===== src/rtl/wf68k30l_reglist_sequencer.sv =====
// Register-list sequencer: walks a register mask, one pointer per bus transfer, with EA offset and FIRST/LAST flags.
// Optional addressing-register write inhibit is enabled by defining WF68K30L_RLSEQ_INHWR_EN.
module wf68k30l_reglist_sequencer #(
  parameter int NREGS = 16,
  parameter int ADR_W = 6,
  parameter int PW    = $clog2(NREGS)
) (
  input  logic             CLK,
  input  logic             RESET_CPU,
  input  logic             START,
  input  logic [NREGS-1:0] MASK,
  input  logic [1:0]       MODE,
  input  logic             SIZE_LONG,
  input  logic [PW-1:0]    BASE_REG,
  input  logic             XFER_ACK,
  input  logic             ABORT,
  output logic             BUSY,
  output logic             XFER_REQ,
  output logic [PW-1:0]    PNTR,
  output logic             ADn,
  output logic [ADR_W-1:0] OFFSET,
  output logic             FIRST,
  output logic             LAST,
  output logic             DONE,
  output logic             INH_WR
);

  typedef enum logic [1:0] {S_IDLE, S_XFER, S_DONE} state_t;

  state_t             state_q, state_d;
  logic [NREGS-1:0]   pend_q, pend_d;
  logic [1:0]         mode_q, mode_d;
  logic               long_q, long_d;
  logic [ADR_W-1:0]   offset_q, offset_d;
  logic               first_q, first_d;
  logic [PW-1:0]      pntr_q, pntr_d;
  logic               inh_q, inh_d;
  logic               busy_q, xfer_q, done_q;
  logic [NREGS-1:0]   low_bit, pend_rest;
  logic [1:0]         start_mode;

  function automatic logic [PW-1:0] lowest(input logic [NREGS-1:0] v);
    lowest = '0;
    for (int i = NREGS - 1; i >= 0; i--) begin
      if (v[i]) lowest = PW'(i);
    end
  endfunction

  // Predecrement lists are stored reversed, so NREGS-1-i is simply the bitwise inverse of i.
  function automatic logic [PW-1:0] to_pntr(input logic [PW-1:0] idx, input logic [1:0] m);
    to_pntr = (m == 2'b10) ? ~idx : idx;
  endfunction

  assign low_bit    = pend_q & (~pend_q + NREGS'(1));
  assign pend_rest  = pend_q & ~low_bit;
  assign start_mode = (MODE == 2'b11) ? 2'b00 : MODE;

  always_comb begin
    state_d  = state_q;
    pend_d   = pend_q;
    mode_d   = mode_q;
    long_d   = long_q;
    offset_d = offset_q;
    first_d  = first_q;
    pntr_d   = pntr_q;
    case (state_q)
      S_IDLE: begin
        if (START) begin
          if (MASK != '0) begin
            pend_d   = MASK;
            mode_d   = start_mode;
            long_d   = SIZE_LONG;
            offset_d = '0;
            first_d  = 1'b1;
            pntr_d   = to_pntr(lowest(MASK), start_mode);
            state_d  = S_XFER;
          end else begin
            state_d = S_DONE;
          end
        end
      end
      S_XFER: begin
        if (XFER_ACK) begin
          first_d = 1'b0;
          pend_d  = pend_rest;
          if (LAST) begin
            state_d  = S_DONE;
            pntr_d   = '0;
            offset_d = '0;
          end else begin
            pntr_d = to_pntr(lowest(pend_rest), mode_q);
            // Auto-increment/decrement modes take the address from An itself.
            if (mode_q == 2'b00) offset_d = offset_q + (long_q ? ADR_W'(4) : ADR_W'(2));
          end
        end
      end
      S_DONE:  state_d = S_IDLE;
      default: state_d = S_IDLE;
    endcase
    if (ABORT) begin
      state_d  = S_IDLE;
      pend_d   = '0;
      offset_d = '0;
      first_d  = 1'b0;
      pntr_d   = '0;
    end
  end

`ifdef WF68K30L_RLSEQ_INHWR_EN
  assign inh_d = (state_d == S_XFER) && (mode_d == 2'b01) &&
                 (pntr_d == {1'b1, BASE_REG[PW-2:0]});
`else
  logic unused_base_reg;
  assign unused_base_reg = ^BASE_REG;
  assign inh_d = 1'b0;
`endif

  always_ff @(posedge CLK or posedge RESET_CPU) begin
    if (RESET_CPU) begin
      state_q  <= S_IDLE;
      pend_q   <= '0;
      mode_q   <= 2'b00;
      long_q   <= 1'b0;
      offset_q <= '0;
      first_q  <= 1'b0;
      pntr_q   <= '0;
      inh_q    <= 1'b0;
      busy_q   <= 1'b0;
      xfer_q   <= 1'b0;
      done_q   <= 1'b0;
    end else begin
      state_q  <= state_d;
      pend_q   <= pend_d;
      mode_q   <= mode_d;
      long_q   <= long_d;
      offset_q <= offset_d;
      first_q  <= first_d;
      pntr_q   <= pntr_d;
      inh_q    <= inh_d;
      busy_q   <= (state_d != S_IDLE);
      xfer_q   <= (state_d == S_XFER);
      done_q   <= (state_d == S_DONE);
    end
  end

  assign BUSY     = busy_q;
  assign XFER_REQ = xfer_q;
  assign PNTR     = pntr_q;
  assign ADn      = pntr_q[PW-1];
  assign OFFSET   = offset_q;
  assign FIRST    = first_q;
  assign LAST     = (state_q == S_XFER) && ((pend_q & (pend_q - NREGS'(1))) == '0);
  assign DONE     = done_q;
  assign INH_WR   = inh_q;

endmodule


===== config.mk =====
export PLATFORM = sky130hd
export DESIGN_NAME = wf68k30l_reglist_sequencer
export DESIGN_NICKNAME = d
export VERILOG_FILES = /design/src/rtl/wf68k30l_reglist_sequencer.sv
export SDC_FILE = /design/constraint.sdc
export NUM_CORES = 1
export LEC_CHECK = 0
export BUFFER_PORTS_ARGS = -buffer_cell sky130_fd_sc_hd__buf_2
export CAP_MARGIN = 20
export CORE_ASPECT_RATIO = 1.5
export CORE_MARGIN = 2
export CORE_UTILIZATION = 60
export CTS_CLUSTER_SIZE = 8
export DETAILED_ROUTE_END_ITERATION = 8
export PLACE_DENSITY = 0.85
export SLEW_MARGIN = 0
export SYNTH_ARGS = -nofsm -noshare
export SYNTH_HDL_FRONTEND = slang
export SYNTH_SLANG_ARGS = --single-unit

===== constraint.sdc =====
create_clock -name CLK -period 6.1 [get_ports CLK]
set_input_delay 0.61 -clock CLK [delete_from_list [all_inputs] [get_ports CLK]]
set_output_delay 0.61 -clock CLK [all_outputs]
set_load 0.05 [all_outputs]

Word level (Yosys, flattened, before mapping)
Index checks and enable logic that the tools add are counted.

word-level totals
  input bits = 28
  logic and storage cells = 111
  flip-flop bits (word level) = 35
  output and inout port bits = 17

operators by class
  reductions and logical operators = 10
  add/subtract/negate cells = 3
  muxes and demuxes = 71
  equal/unequal tests = 10
  bitwise gates (word level) = 7

operators with widths
  kind                                                 number
  two-way mux 4 bit                                    45
  two-way mux 16 bit                                   4
  AND 16 bit                                           3
  two-way mux 6 bit                                    6
  inverter 16 bit                                      2
  one-hot mux 16 bit (2 select lines)                  1
  adder 16 x 1 -> 16 bit, second input constant        1
  logical NOT 16 bit                                   1
  nonzero test 16 bit                                  1
  subtractor 16 x 1 -> 16 bit, second input constant   1
  two-way mux 2 bit                                    6
  one-hot mux 6 bit (2 select lines)                   1
  != test 3 bit, second input constant                 3
  equality test 2 bit, second input constant           4
  inverter 4 bit                                       2
  one-hot mux 4 bit (2 select lines)                   1
  adder 6 x 3 -> 6 bit                                 1
  AND reduction 5 bit                                  1
  equality test 2 x 1 -> 1 bit, second input constant  2
  logical NOT 2 bit                                    2
  two-way mux 1 bit                                    4
  != test 4 bit, second input constant                 1
  one-hot mux 2 bit (2 select lines)                   1
  AND reduction 4 bit                                  1
  other kinds (6)                                      6

Longest topological paths before layout
Gate-level depths: netlist (run 1).

  depth in word-level cells = 30
  depth in mapped cells = 9
  mapped depth without buffers = 7

Worst setup path before layout (run 1)
No wires, ideal clock.

  kind = reg2out
  start = register pend_q[0]
  end = output port LAST
  buffers on the path = 1
  path slack = 3.179 ns
  required time = 5.490 ns
  data arrival time = 2.311 ns
  cell stages (with the launch flop) = 7
  cell sequence = dfrtp_1 or4_1 buf_2 or2_4 o22a_4 a211oi_4 and3_1

between the ends
  cells in the longest elaborated chain, start to end = 4

RTL lines
  element                      RTL line  source
  from (decl)                  31        logic [NREGS-1:0] pend_q, pend_d;
  from (signal assigned)       133       pend_q <= pend_d;
  subtractor 16 x 1 -> 16 bit  152       assign LAST = (state_q == S_XFER) && ((pend_q & (pend_q - NREGS'(1))) == '0);
  AND 16 bit (*)               152
  logical NOT 16 bit (*)       152
  logical AND 1 bit (*)        152
  to (decl)                    23        output logic LAST,

Mark *: on every way between the ends. The rest lies on a longest branch, timed or not.

Final worst setup path (run 1)
Ends and elaborated chain as after synthesis.

==> results.txt, run 1 <==
Slew headroom -> 33.9%
Required time worst endpoint -> 5.49 ns
Syn. warnings -> 0
Gr ovfl total -> 0
Core Region -> 4140 sq um
Post-route cell area -> 2780 sq um
Setup WS post-layout -> 2.55 ns
Post-Synthesis Cells -> 313
#FFs+latches synth -> 34
Register area share after synthesis -> 33.5%
Violated checks -> design-rule violations
Share of layout cells above drive strength 1 -> 19.3%
Number of global-route vias before repair -> 2397
FF+latch area -> 851 sq um
Final Cycle Share -> 58.3%
CP Max Fanout -> 12
First-pass GRT wire length -> 11000 microns
Clk sinks -> 34
Slew @ Worst Pin -> 0.989 ns
Pre-Repair DR Iteration Count -> 9
Total CTS buffers -> 5
Worst vdd ir -> 0.245 mV
CP bufs+invs -> 1
Initial Utilization -> 61.3%
CTS tree -> built
1st-iter DRT viols -> 201
Dpl cell area -> 2680 sq um
Skew final -> 0.00329 ns
Crit path cell chain -> or4_1 > or2_4 > o22a_4 > a211oi_4 > and3_1 > buf_2
Crit-path max cell delay -> 0.70 ns
# diodes -> 0
Main flop type after synthesis -> dfrtp_1
Multi-input gate area -> 1510 sq um
Routability cong. -> 1.02
Row Count -> 29
Die area -> 4780 sq um
Post-CTS Setup Inserts -> 0
Reg clk slew, reported paths -> 0.07 ns
HP Class -> in -> async
Pwr per Cell Area -> 294 nW/um^2
DRC -> 3
Worst path slowest cell -> or4_1
Clock latency on the worst-skew pair -> 0.29 ns
I/O Pins -> 45
Clk Tree Root Cell -> clkbuf_8
Post-synth ARST share -> 100%
Final setup vio count -> 0
Post-route ant nets -> 0
Worst Path Arrival -> 2.94 ns
PortBufs -> 38
Setup TNS -> 0 ns
Die Y -> 83.6 microns
DRT Wirelength -> 6790 microns
Avg Inst Size Synth -> 8.11 sq um
Pins over their slew limit -> 0
Worst slack at placement -> 2.91 ns
H-Tree Depth -> 2
Critical setup path kind -> reg -> out
DR vias/cell -> 6.75
Mapped cell area -> 2540 sq um
Die X -> 57.1 microns
Lkg Pwr -> 1.25 nW
Largest delay share family, worst path -> simple AND/OR/NAND/NOR gates
Most common cell after layout, fill and taps aside -> buf_2
Via count -> 2586
Syn-to-layout area delta -> 9.52%
Post-CTS Hold Fix Bufs -> 0
CTS max path bufs -> 2
Initial antenna violation count -> 0
Unrepaired setup endpoints after global routing -> no
Status -> complete, but fails checks
CP Launch Type -> register
Tot GR Track Use -> 29.0%
Post-synth EDFFs -> 0
Max Freq -> 281 MHz
Max_cap viols -> 0
HPWL after detailed placement -> 4930 microns
Setup crit end kind -> output pin
Most frequent cells in the layout -> buf_2, dfrtp_1, o21ai_0
Tmin final -> 3.55 ns
Final hold vios -> 0
Largest net degree at the start of global routing -> 35
Routed len/inst -> 17.7 microns
Final nets -> 367
Yosys cell types -> 64
# resized after CTS -> 0
Fill cells -> 364
worst paths after layout:
path / cells after the start / endpoint / from / slack [ns]
setup / recovery: 6 / LAST / pend_q[0] / 2.55
hold / removal: 3 / BUSY / RESET_CPU / 0.40
setup reg to reg: 7 / OFFSET[1] / pend_q[0] / 3.21
hold reg to reg: 2 / PNTR[1] / PNTR[1] / 0.50
max in group asynchronous: 3 / mode_q[1] / RESET_CPU / 5.37
min in group CLK: 2 / PNTR[1] / PNTR[1] / 0.50
registers in the layout (all words and copies together) (netlist names):
| register | cells |
|---|---|
| state_q | 2 |
| OFFSET | 5 |
| PNTR | 4 |
| BUSY | 1 |
| FIRST | 1 |
| XFER_REQ | 1 |
| pend_q | 16 |
| DONE | 1 |
| long_q | 1 |
| mode_q | 2 |
synth_stat cells (3+ instances only):
cell type | instances | area share, %
dfrtp_1 | 34 | 34
o21ai_0 | 30 | 5.9
nand2_1 | 26 | 3.8
nor2_1 | 24 | 3.6
a21oi_1 | 22 | 4.3
inv_1 | 17 | 2.5
clkbuf_1 | 14 | 2.1
a22o_1 | 12 | 4.1
nor3_1 | 12 | 2.4
nor4_1 | 11 | 2.7
nand2b_1 | 7 | 1.7
a31oi_1 | 6 | 1.5
nand3_1 | 5 | 0.99
or2_2 | 5 | 1.2
mux2i_1 | 4 | 1.6
or4_1 | 4 | 1.2
a2111oi_0 | 3 | 1.0
a211oi_1 | 3 | 0.89
a21o_1 | 3 | 0.89
a32o_1 | 3 | 1.2
a41oi_1 | 3 | 1.0
buf_1 | 3 | 0.44
buf_2 | 3 | 0.59
buf_4 | 3 | 0.89
nor2b_1 | 3 | 0.74
o211ai_1 | 3 | 0.89
o22ai_1 | 3 | 0.74
o31ai_1 | 3 | 0.89
xnor2_1 | 3 | 1.0
xor2_1 | 3 | 1.0
cells by family (layout without fill, tap and decap cells):
group / after synthesis / count (layout) / synth area share (%)
AO/OA/AOI/OAI: 112 / 112 / 30.7
XOR/XNOR: 6 / 6 / 2.07
adder cells (fa/ha/maj): 4 / 4 / 2.17
buffers and inverters: 41 / 64 / 6.95
flip-flops: 34 / 34 / 33.5
multiplexers: 5 / 5 / 2.02
other: 1 / 2 / 0.148
AND/OR/NAND/NOR: 110 / 110 / 22.4
worst reg2reg max path, stage by stage, from the launching register on:
cell and delay, ns:
dfrtp_1 0.51, or4_1 0.70, or2_4 0.32, o22a_4 0.23, a211oi_4 0.39, a21oi_2 0.16
and2_4 0.20, a32o_1 0.26
report_power, final:
part | internal, mW | total [mW] | switching (mW)
sequential | 0.250 | 0.292 | 0.0422
clock | 0.0908 | 0.180 | 0.0891
combinational | 0.125 | 0.344 | 0.219
layer usage:
layer	share of wire (%)	vias up	track usage, %	wire length, microns
met5	0	-	0	0
met4	3.5	0	13.3	237
met3	7.0	27	4.50	476
met2	52	123	50.8	3510
met1	38	1239	34.0	2570
li1	-	1197	-	-
stage by stage:
step / instances / hold WS, ns / utilization [%] / power, mW
after floorplan: 314 / 0.520 / - / 0.560
after global placement: 375 / 0.457 / 64.9 / 0.622
after detailed placement: 375 / 0.489 / 64.9 / 0.630
after CTS: 383 / 0.418 / 67.2 / 0.809
after global routing: 383 / 0.462 / 67.2 / 0.855
final: 383 / 0.405 / 67.2 / 0.816
layout make-up:
cell class,instances,share of cell area (%)
flip-flops and latches,34,30.6
clock buffers,6,2.97
inverters,17,2.30
clock inverters,2,0.450
repair buffers,39,7.11
well taps,46,2.07
multi-input cells,239,54.5
Power figures use the tool's default switching activity.
==> inputs of run 2 (changes only) <==
--- a/config.mk
+++ b/config.mk
@@ -5,14 +5,15 @@
 export SDC_FILE = /design/constraint.sdc
 export NUM_CORES = 1
 export LEC_CHECK = 0
+export ABC_AREA = 1
 export BUFFER_PORTS_ARGS = -buffer_cell sky130_fd_sc_hd__buf_2
 export CAP_MARGIN = 20
 export CORE_ASPECT_RATIO = 1.5
 export CORE_MARGIN = 2
-export CORE_UTILIZATION = 60
+export CORE_UTILIZATION = 56
 export CTS_CLUSTER_SIZE = 8
 export DETAILED_ROUTE_END_ITERATION = 8
-export PLACE_DENSITY = 0.85
+export PLACE_DENSITY = 0.8
 export SLEW_MARGIN = 0
 export SYNTH_ARGS = -nofsm -noshare
 export SYNTH_HDL_FRONTEND = slang
==> constraint.sdc (replaced) <==
create_clock -name CLK -period 3.3 [get_ports CLK]
set_input_delay 0.33 -clock CLK [delete_from_list [all_inputs] [get_ports CLK]]
set_output_delay 0.33 -clock CLK [all_outputs]
set_load 0.05 [all_outputs]
==> results.txt, run 2 <==
Setup WS post-layout -> 0.642 ns (was 2.55 ns)
Internal power -> 0.852 mW (was 0.466 mW)
Crit path cell chain -> nor2_1 > nand2_1 > nor2_4 > nor2_1 > a21oi_2 > nand3_1 > nor2_4 > nand2_2 > nor2_2 > buf_2 (was or4_1 > or2_4 > o22a_4 > a211oi_4 > and3_1 > buf_2)
Area leader, netlist -> dfrtp_1 (unchanged)
Routability cong. -> 0.882 (was 1.02)
Mapped cell area -> 2420 sq um (was 2540 sq um)
DRT Wirelength -> 6010 microns (was 6790 microns)
Clk sinks -> 34 (unchanged)
First-pass GRT wire length -> 10100 microns (was 11000 microns)
Max_cap viols -> 0 (unchanged)
# diodes -> 0 (unchanged)
Via count -> 2361 (was 2586)
Switch Pwr -> 0.570 mW (was 0.350 mW)
Post-CTS Setup Inserts -> 0 (unchanged)
DR vias/cell -> 5.40 (was 6.75)
Slew @ Worst Pin -> 0.684 ns (was 0.989 ns)
Fin util -> 65.6% (was 67.2%)
Initial Utilization -> 57.5% (was 61.3%)
CTS tree -> built (unchanged)
CP bufs+invs -> 1 (unchanged)
Setup crit end kind -> output pin (unchanged)
Pre-Repair DR Iteration Count -> 4 (was 9)
Initial antenna violation count -> 0 (unchanged)
Overall Power -> 1.42 mW (was 0.816 mW)
Max reg flops -> 16 (unchanged)
Tot GR Track Use -> 26.9% (was 29.0%)
DRC -> 0 (was 3)
Unrepaired setup endpoints after global routing -> no (unchanged)
Largest net degree at the start of global routing -> 35 (unchanged)
H-Tree Depth -> 2 (unchanged)
Die X -> 57.7 microns (was 57.1 microns)
Yosys cell types -> 43 (was 64)
Status -> completed (was complete, but fails checks)
Die Y -> 84.5 microns (was 83.6 microns)
Post-synth EDFFs -> 0 (unchanged)
CTS max path bufs -> 2 (unchanged)
Pwr per Cell Area -> 515 nW/um^2 (was 294 nW/um^2)
Worst Path Arrival -> 2.33 ns (was 2.94 ns)
Avg Inst Size Synth -> 6.93 sq um (was 8.11 sq um)
Critical setup path kind -> reg -> out (unchanged)
Clock latency on the worst-skew pair -> 0.30 ns (was 0.29 ns)
Largest Register -> pend_q (unchanged)
Gr ovfl total -> 0 (unchanged)
Number of global-route vias before repair -> 2326 (was 2397)
Reg power frac -> 35.3% (was 35.8%)
Max Freq -> 376 MHz
Post-Synthesis Cells -> 349 (was 313)
Combinational Power Share -> 37.2% (was 42.1%)
Total CTS buffers -> 5 (unchanged)
Placed insts -> 429 (was 375)
Power share of the clock group -> 27.4% (was 22.0%)
Dpl cell area -> 2650 sq um (was 2680 sq um)
Main flop type after synthesis -> dfrtp_1 (unchanged)
Final setup vio count -> 0 (unchanged)
Final cell count without fillers -> 437 (was 383)
CP Launch Type -> register (unchanged)
Hold WS -> 0.115 ns (was 0.405 ns)
Syn-to-layout area delta -> 14.1% (was 9.52%)
Post-route cell area -> 2760 sq um (was 2780 sq um)
Synth top area cells -> dfrtp_1, nand2_1, inv_1 (was dfrtp_1, o21ai_0, a21oi_1)
Top cells by count, synth -> nand2_1, inv_1, nor2_1, dfrtp_1, o21ai_0 (was dfrtp_1, o21ai_0, nand2_1, nor2_1, a21oi_1)
Fill cells -> 374 (was 364)
1st-iter DRT viols -> 125 (was 201)
Tmin final -> 2.66 ns
Largest delay share family, worst path -> simple AND/OR/NAND/NOR gates (unchanged)
Required time worst endpoint -> 2.97 ns (was 5.49 ns)
Routed len/inst -> 13.8 microns (was 17.7 microns)
Final Cycle Share -> 80.5%
Worst path slowest cell -> dfrtp_1 (was or4_1)
Post-synth top area share -> 35.2% (was 33.5%)
Most common cell after layout, fill and taps aside -> nand2_1 (was buf_2)
Sw Share -> 40.1% (was 42.9%)
Crit-path max cell delay -> 0.45 ns (was 0.70 ns)
Syn. warnings -> 0 (unchanged)
Worst vdd ir -> 0.413 mV (was 0.245 mV)
I/O Pins -> 45 (unchanged)
Worst slack at placement -> 0.974 ns (was 2.91 ns)
Clk Tree Root Cell -> clkbuf_8 (unchanged)
# resized after CTS -> 0 (unchanged)
Top-count cell post-synth -> nand2_1 (was dfrtp_1)
Slew headroom -> 54.1% (was 33.9%)
Reg clk slew, reported paths -> 0.08 ns (was 0.07 ns)
HPWL after detailed placement -> 4690 microns (was 4930 microns)
Most frequent cells in the layout -> nand2_1, inv_1, nor2_1 (was buf_2, dfrtp_1, o21ai_0)
Setup TNS -> 0 ns (unchanged)
PortBufs -> 38 (unchanged)
HP Class -> in -> async (unchanged)
Final hold vios -> 0 (unchanged)
Final nets -> 421 (was 367)
CP Max Fanout -> 5 (was 12)
Post-route ant nets -> 0 (unchanged)
Register area share after synthesis -> 35.2% (was 33.5%)
Skew final -> 0.00993 ns (was 0.00329 ns)
Core Region -> 4210 sq um (was 4140 sq um)
Row Count -> 29 (unchanged)
Die area -> 4870 sq um (was 4780 sq um)
Share of layout cells above drive strength 1 -> 19.9% (was 19.3%)
Post-synth ARST share -> 100% (unchanged)
#FFs+latches synth -> 34 (unchanged)
Pins over their slew limit -> 0 (unchanged)
Lkg Pwr -> 1.43 nW (was 1.25 nW)
Post-CTS Hold Fix Bufs -> 0 (unchanged)
-- run 2: path summary, 6_finish.rpt --
kind	from	end	slack [ns]	cells after the start
worst max-delay path	pend_q[6]	LAST	0.64	10
worst min-delay path	RESET_CPU	OFFSET[4]	0.12	3
worst max register to register	pend_q[6]	PNTR[0]	1.05	20
worst min register to register	PNTR[0]	PNTR[0]	0.48	2
max in group asynchronous	RESET_CPU	pend_q[8]	2.85	3
min in group CLK	SIZE_LONG	long_q	0.28	3
-- run 2: logic make-up after synthesis --
logic type	count (synthesis)	synth area share, %
adder cells (fa/ha/maj)	3	1.86
AO/OA/AOI/OAI	71	18.5
other	1	0.155
buffers and inverters	65	10.7
AND/OR/NAND/NOR	171	32.1
flip-flops	34	35.2
XOR/XNOR	4	1.45
-- run 2: layout make-up --
cell class,instances,area (sq um),area share [%]
clock buffer,6,72.6,2.63
clock inverter,2,37.5,1.36
inverter,57,216,7.84
timing repair buffer,41,213,7.71
multi-input combinational,251,1310,47.6
sequential,34,851,30.8
tap,46,57.6,2.09
-- run 2: power groups by stage --
stage	registers [mW]	logic, mW	clock network, mW
6_report	0.503	0.530	0.390
3_3_place_gp	0.508	0.517	0
2_1_floorplan	0.553	0.365	0
3_5_place_dp	0.510	0.527	0
4_1_cts	0.502	0.530	0.391
5_1_grt	0.510	0.594	0.403
-- run 2: layer usage --
layer,part of all wire (%),vias up,track usage [%]
li1,-,1208,-
met1,37,1049,28.1
met2,53,79,49.3
met3,4.5,25,3.70
met4,5.4,0,15.6
met5,0,-,0
-- run 2: worst reg2reg max path, cell delays in order, from the launching register on --
cell and delay [ns]:
dfrtp_1 0.45, nor2_1 0.28, nand4_1 0.21, o21ai_4 0.24
nand2_1 0.07, nand2_1 0.06, nand2_1 0.05, nand2_1 0.05
nand2_1 0.05, nand2_1 0.06, nand2_1 0.05, nand2_1 0.05
nand2_1 0.04, nand2_1 0.05, nand2_1 0.04, nand2_1 0.07
nand2_1 0.05, nand2_1 0.05, nand3_1 0.07, nand2_1 0.11
nand2_1 0.05
==> inputs of run 3 (changes only) <==
--- a/config.mk
+++ b/config.mk
@@ -10,10 +10,10 @@
 export CAP_MARGIN = 20
 export CORE_ASPECT_RATIO = 1.5
 export CORE_MARGIN = 2
-export CORE_UTILIZATION = 56
+export CORE_UTILIZATION = 50
 export CTS_CLUSTER_SIZE = 8
 export DETAILED_ROUTE_END_ITERATION = 8
-export PLACE_DENSITY = 0.8
+export PLACE_DENSITY = 0.76
 export SLEW_MARGIN = 0
 export SYNTH_ARGS = -nofsm -noshare
 export SYNTH_HDL_FRONTEND = slang
==> constraint.sdc (replaced) <==
create_clock -name CLK -period 2.3 [get_ports CLK]
set_input_delay 0.23 -clock CLK [delete_from_list [all_inputs] [get_ports CLK]]
set_output_delay 0.23 -clock CLK [all_outputs]
set_load 0.05 [all_outputs]
==> results.txt, run 3 (same netlist as run 2, synthesis figures left out) <==
Max_cap viols -> 0 (unchanged)
Final Cycle Share -> 102%
Die X -> 60.8 microns (was 57.7 microns)
CTS tree -> built (unchanged)
I/O Pins -> 45 (unchanged)
Share of layout cells above drive strength 1 -> 25.0% (was 19.9%)
Worst vdd ir -> 0.458 mV (was 0.413 mV)
1st-iter DRT viols -> 205 (was 125)
Overall Power -> 2.05 mW (was 1.42 mW)
Most frequent cells in the layout -> nand2_1, inv_1, nor2_1, buf_2, dfrtp_1 (was nand2_1, inv_1, nor2_1)
# diodes -> 0 (unchanged)
CP Max Fanout -> 4 (was 5)
Max Freq -> 428 MHz
Reg clk slew, reported paths -> 0.08 ns (about the same)
Reg2reg path depth -> 17 (was 20)
Pwr per Cell Area -> 698 nW/um^2 (was 515 nW/um^2)
Final hold vios -> 0 (unchanged)
Critical setup path kind -> reg -> out (unchanged)
Largest Register -> pend_q (unchanged)
Pins over their slew limit -> 0 (unchanged)
HPWL after detailed placement -> 4740 microns (was 4690 microns)
Initial antenna violation count -> 0 (unchanged)
Routability cong. -> 0.925 (was 0.882)
Routed len/inst -> 13.8 microns (about the same)
Violated checks -> negative setup slack
Row Count -> 31 (was 29)
Gr ovfl total -> 0 (unchanged)
Worst path slowest cell -> dfrtp_1 (unchanged)
CP bufs+invs -> 3 (was 1)
Clk sinks -> 34 (unchanged)
Syn-to-layout area delta -> 21.6% (was 14.1%)
Pre-Repair DR Iteration Count -> 4 (unchanged)
Setup WS post-layout -> -0.0383 ns (was 0.642 ns)
Fill cells -> 468 (was 374)
Final setup vio count -> 1 (was 0)
Max reg flops -> 16 (unchanged)
Crit path cell chain -> nor2_4 > nand3_4 > nor2_4 > inv_4 > o21ai_4 > nand2_1 > inv_2 > nand2_2 > nor2_4 > nand2_2 > nor2_4 > buf_8 (was nor2_1 > nand2_1 > nor2_4 > nor2_1 > a21oi_2 > nand3_1 > nor2_4 > nand2_2 > nor2_2 > buf_2)
Final nets -> 430 (was 421)
Via count -> 2457 (was 2361)
Clk Tree Root Cell -> clkbuf_8 (unchanged)
Core Region -> 4730 sq um (was 4210 sq um)
Number of global-route vias before repair -> 2344 (was 2326)
Required time worst endpoint -> 2.07 ns (was 2.97 ns)
Initial Utilization -> 51.1% (was 57.5%)
Status -> complete, but fails checks (was completed)
Clock latency on the worst-skew pair -> 0.30 ns (about the same)
Setup crit end kind -> output pin (unchanged)
Unrepaired setup endpoints after global routing -> yes (was no)
Die area -> 5420 sq um (was 4870 sq um)
Placed insts -> 451 (was 429)
Worst slack at placement -> -0.0159 ns (was 0.974 ns)
Flop-to-flop setup slack -> 0.13 ns (was 1.05 ns)
Multi-input gate area -> 1400 sq um (was 1310 sq um)
Tot GR Track Use -> 25.9% (was 26.9%)
First-pass GRT wire length -> 10400 microns (was 10100 microns)
Die Y -> 89.2 microns (was 84.5 microns)
CTS max path bufs -> 2 (unchanged)
Total CTS buffers -> 5 (unchanged)
Largest net degree at the start of global routing -> 35 (unchanged)
Post-route ant nets -> 0 (unchanged)
Worst Path Arrival -> 2.11 ns (was 2.33 ns)
Most frequent CP cell -> nor2_4
Skew final -> 0.0121 ns (was 0.00993 ns)
Largest delay share family, worst path -> simple AND/OR/NAND/NOR gates (unchanged)
DRC -> 0 (unchanged)
Crit-path max cell delay -> 0.42 ns (was 0.45 ns)
Hold WS -> 0.0183 ns (was 0.115 ns)
FF+latch area -> 852 sq um (was 851 sq um)
Fin util -> 62.2% (was 65.6%)
Slew @ Worst Pin -> 0.762 ns (was 0.684 ns)
HP Class -> in -> async (unchanged)
DR vias/cell -> 5.27 (was 5.40)
Crit path depth -> 12 (was 10)
Most common cell after layout, fill and taps aside -> nand2_1 (unchanged)
DRT Wirelength -> 6430 microns (was 6010 microns)
Slew headroom -> 48.8% (was 54.1%)
PortBufs -> 38 (unchanged)
Tmin final -> 2.34 ns
Final cell count without fillers -> 466 (was 437)
H-Tree Depth -> 2 (unchanged)
Lkg Pwr -> 1.48 nW (was 1.43 nW)
CP Launch Type -> register (unchanged)
## run 3: cell count changes in the layout (fill, tap and decap cells not counted), moves of 2 or more
cell     delta
inv_4       +3
nand2_2     +3
buf_4       +8
nor2_1      -5
o21ai_2     -2
nand2_1     -4
o21ai_4     +2
nor2_4      +4
## run 3: power by group
part / internal [mW] / switching, mW
registers: 0.664 / 0.0623
clock network: 0.242 / 0.227
logic: 0.288 / 0.569
total: 1.19 / 0.858
## run 3: layer usage
metal,track usage [%],share of wire (%),vias to the layer above
li1,-,-,1229
met1,29.0,38,1136
met2,45.9,54,66
met3,3.91,4.3,26
met4,14.0,3.5,0
met5,0,0,-
## run 3: final cells by class
| type | instances | share of cell area (%) |
|---|---|---|
| clock inverter | 1 | 0.170 |
| sequential | 34 | 29.0 |
| clock buffer | 7 | 2.93 |
| timing repair buffer | 50 | 10.0 |
| inverter | 57 | 7.53 |
| multi-input combinational | 251 | 47.6 |
| tap | 66 | 2.81 |
## run 3: worst paths after layout
check	end	startpoint
max	LAST	pend_q[1]
min	pend_q[9]	RESET_CPU
max reg2reg	OFFSET[5]	pend_q[1]
min reg2reg	PNTR[1]	PNTR[1]
max in group asynchronous	pend_q[6]	RESET_CPU
min in group CLK	long_q	SIZE_LONG
## run 3: tightest hold or removal path, stage by stage
cell   delay (ns)
buf_2        0.09
inv_1        0.04
buf_4        0.38
## run 3: stage by stage
step                instance area [sq um]  setup TNS (ns)
floorplan                            2420               0
global placement                     2690        -0.00278
detailed placement                   2690         -0.0248
CTS                                  2810         -0.0290
global route                         2940          -0.284
finish                               2940         -0.0383
## run 3: repair_timing
item                       CTS  global route
pin swaps                    1             9
setup endpoints to repair    5             4
hold buffers                 0             0
setup buffers                1             6
gates resized for setup      7            22
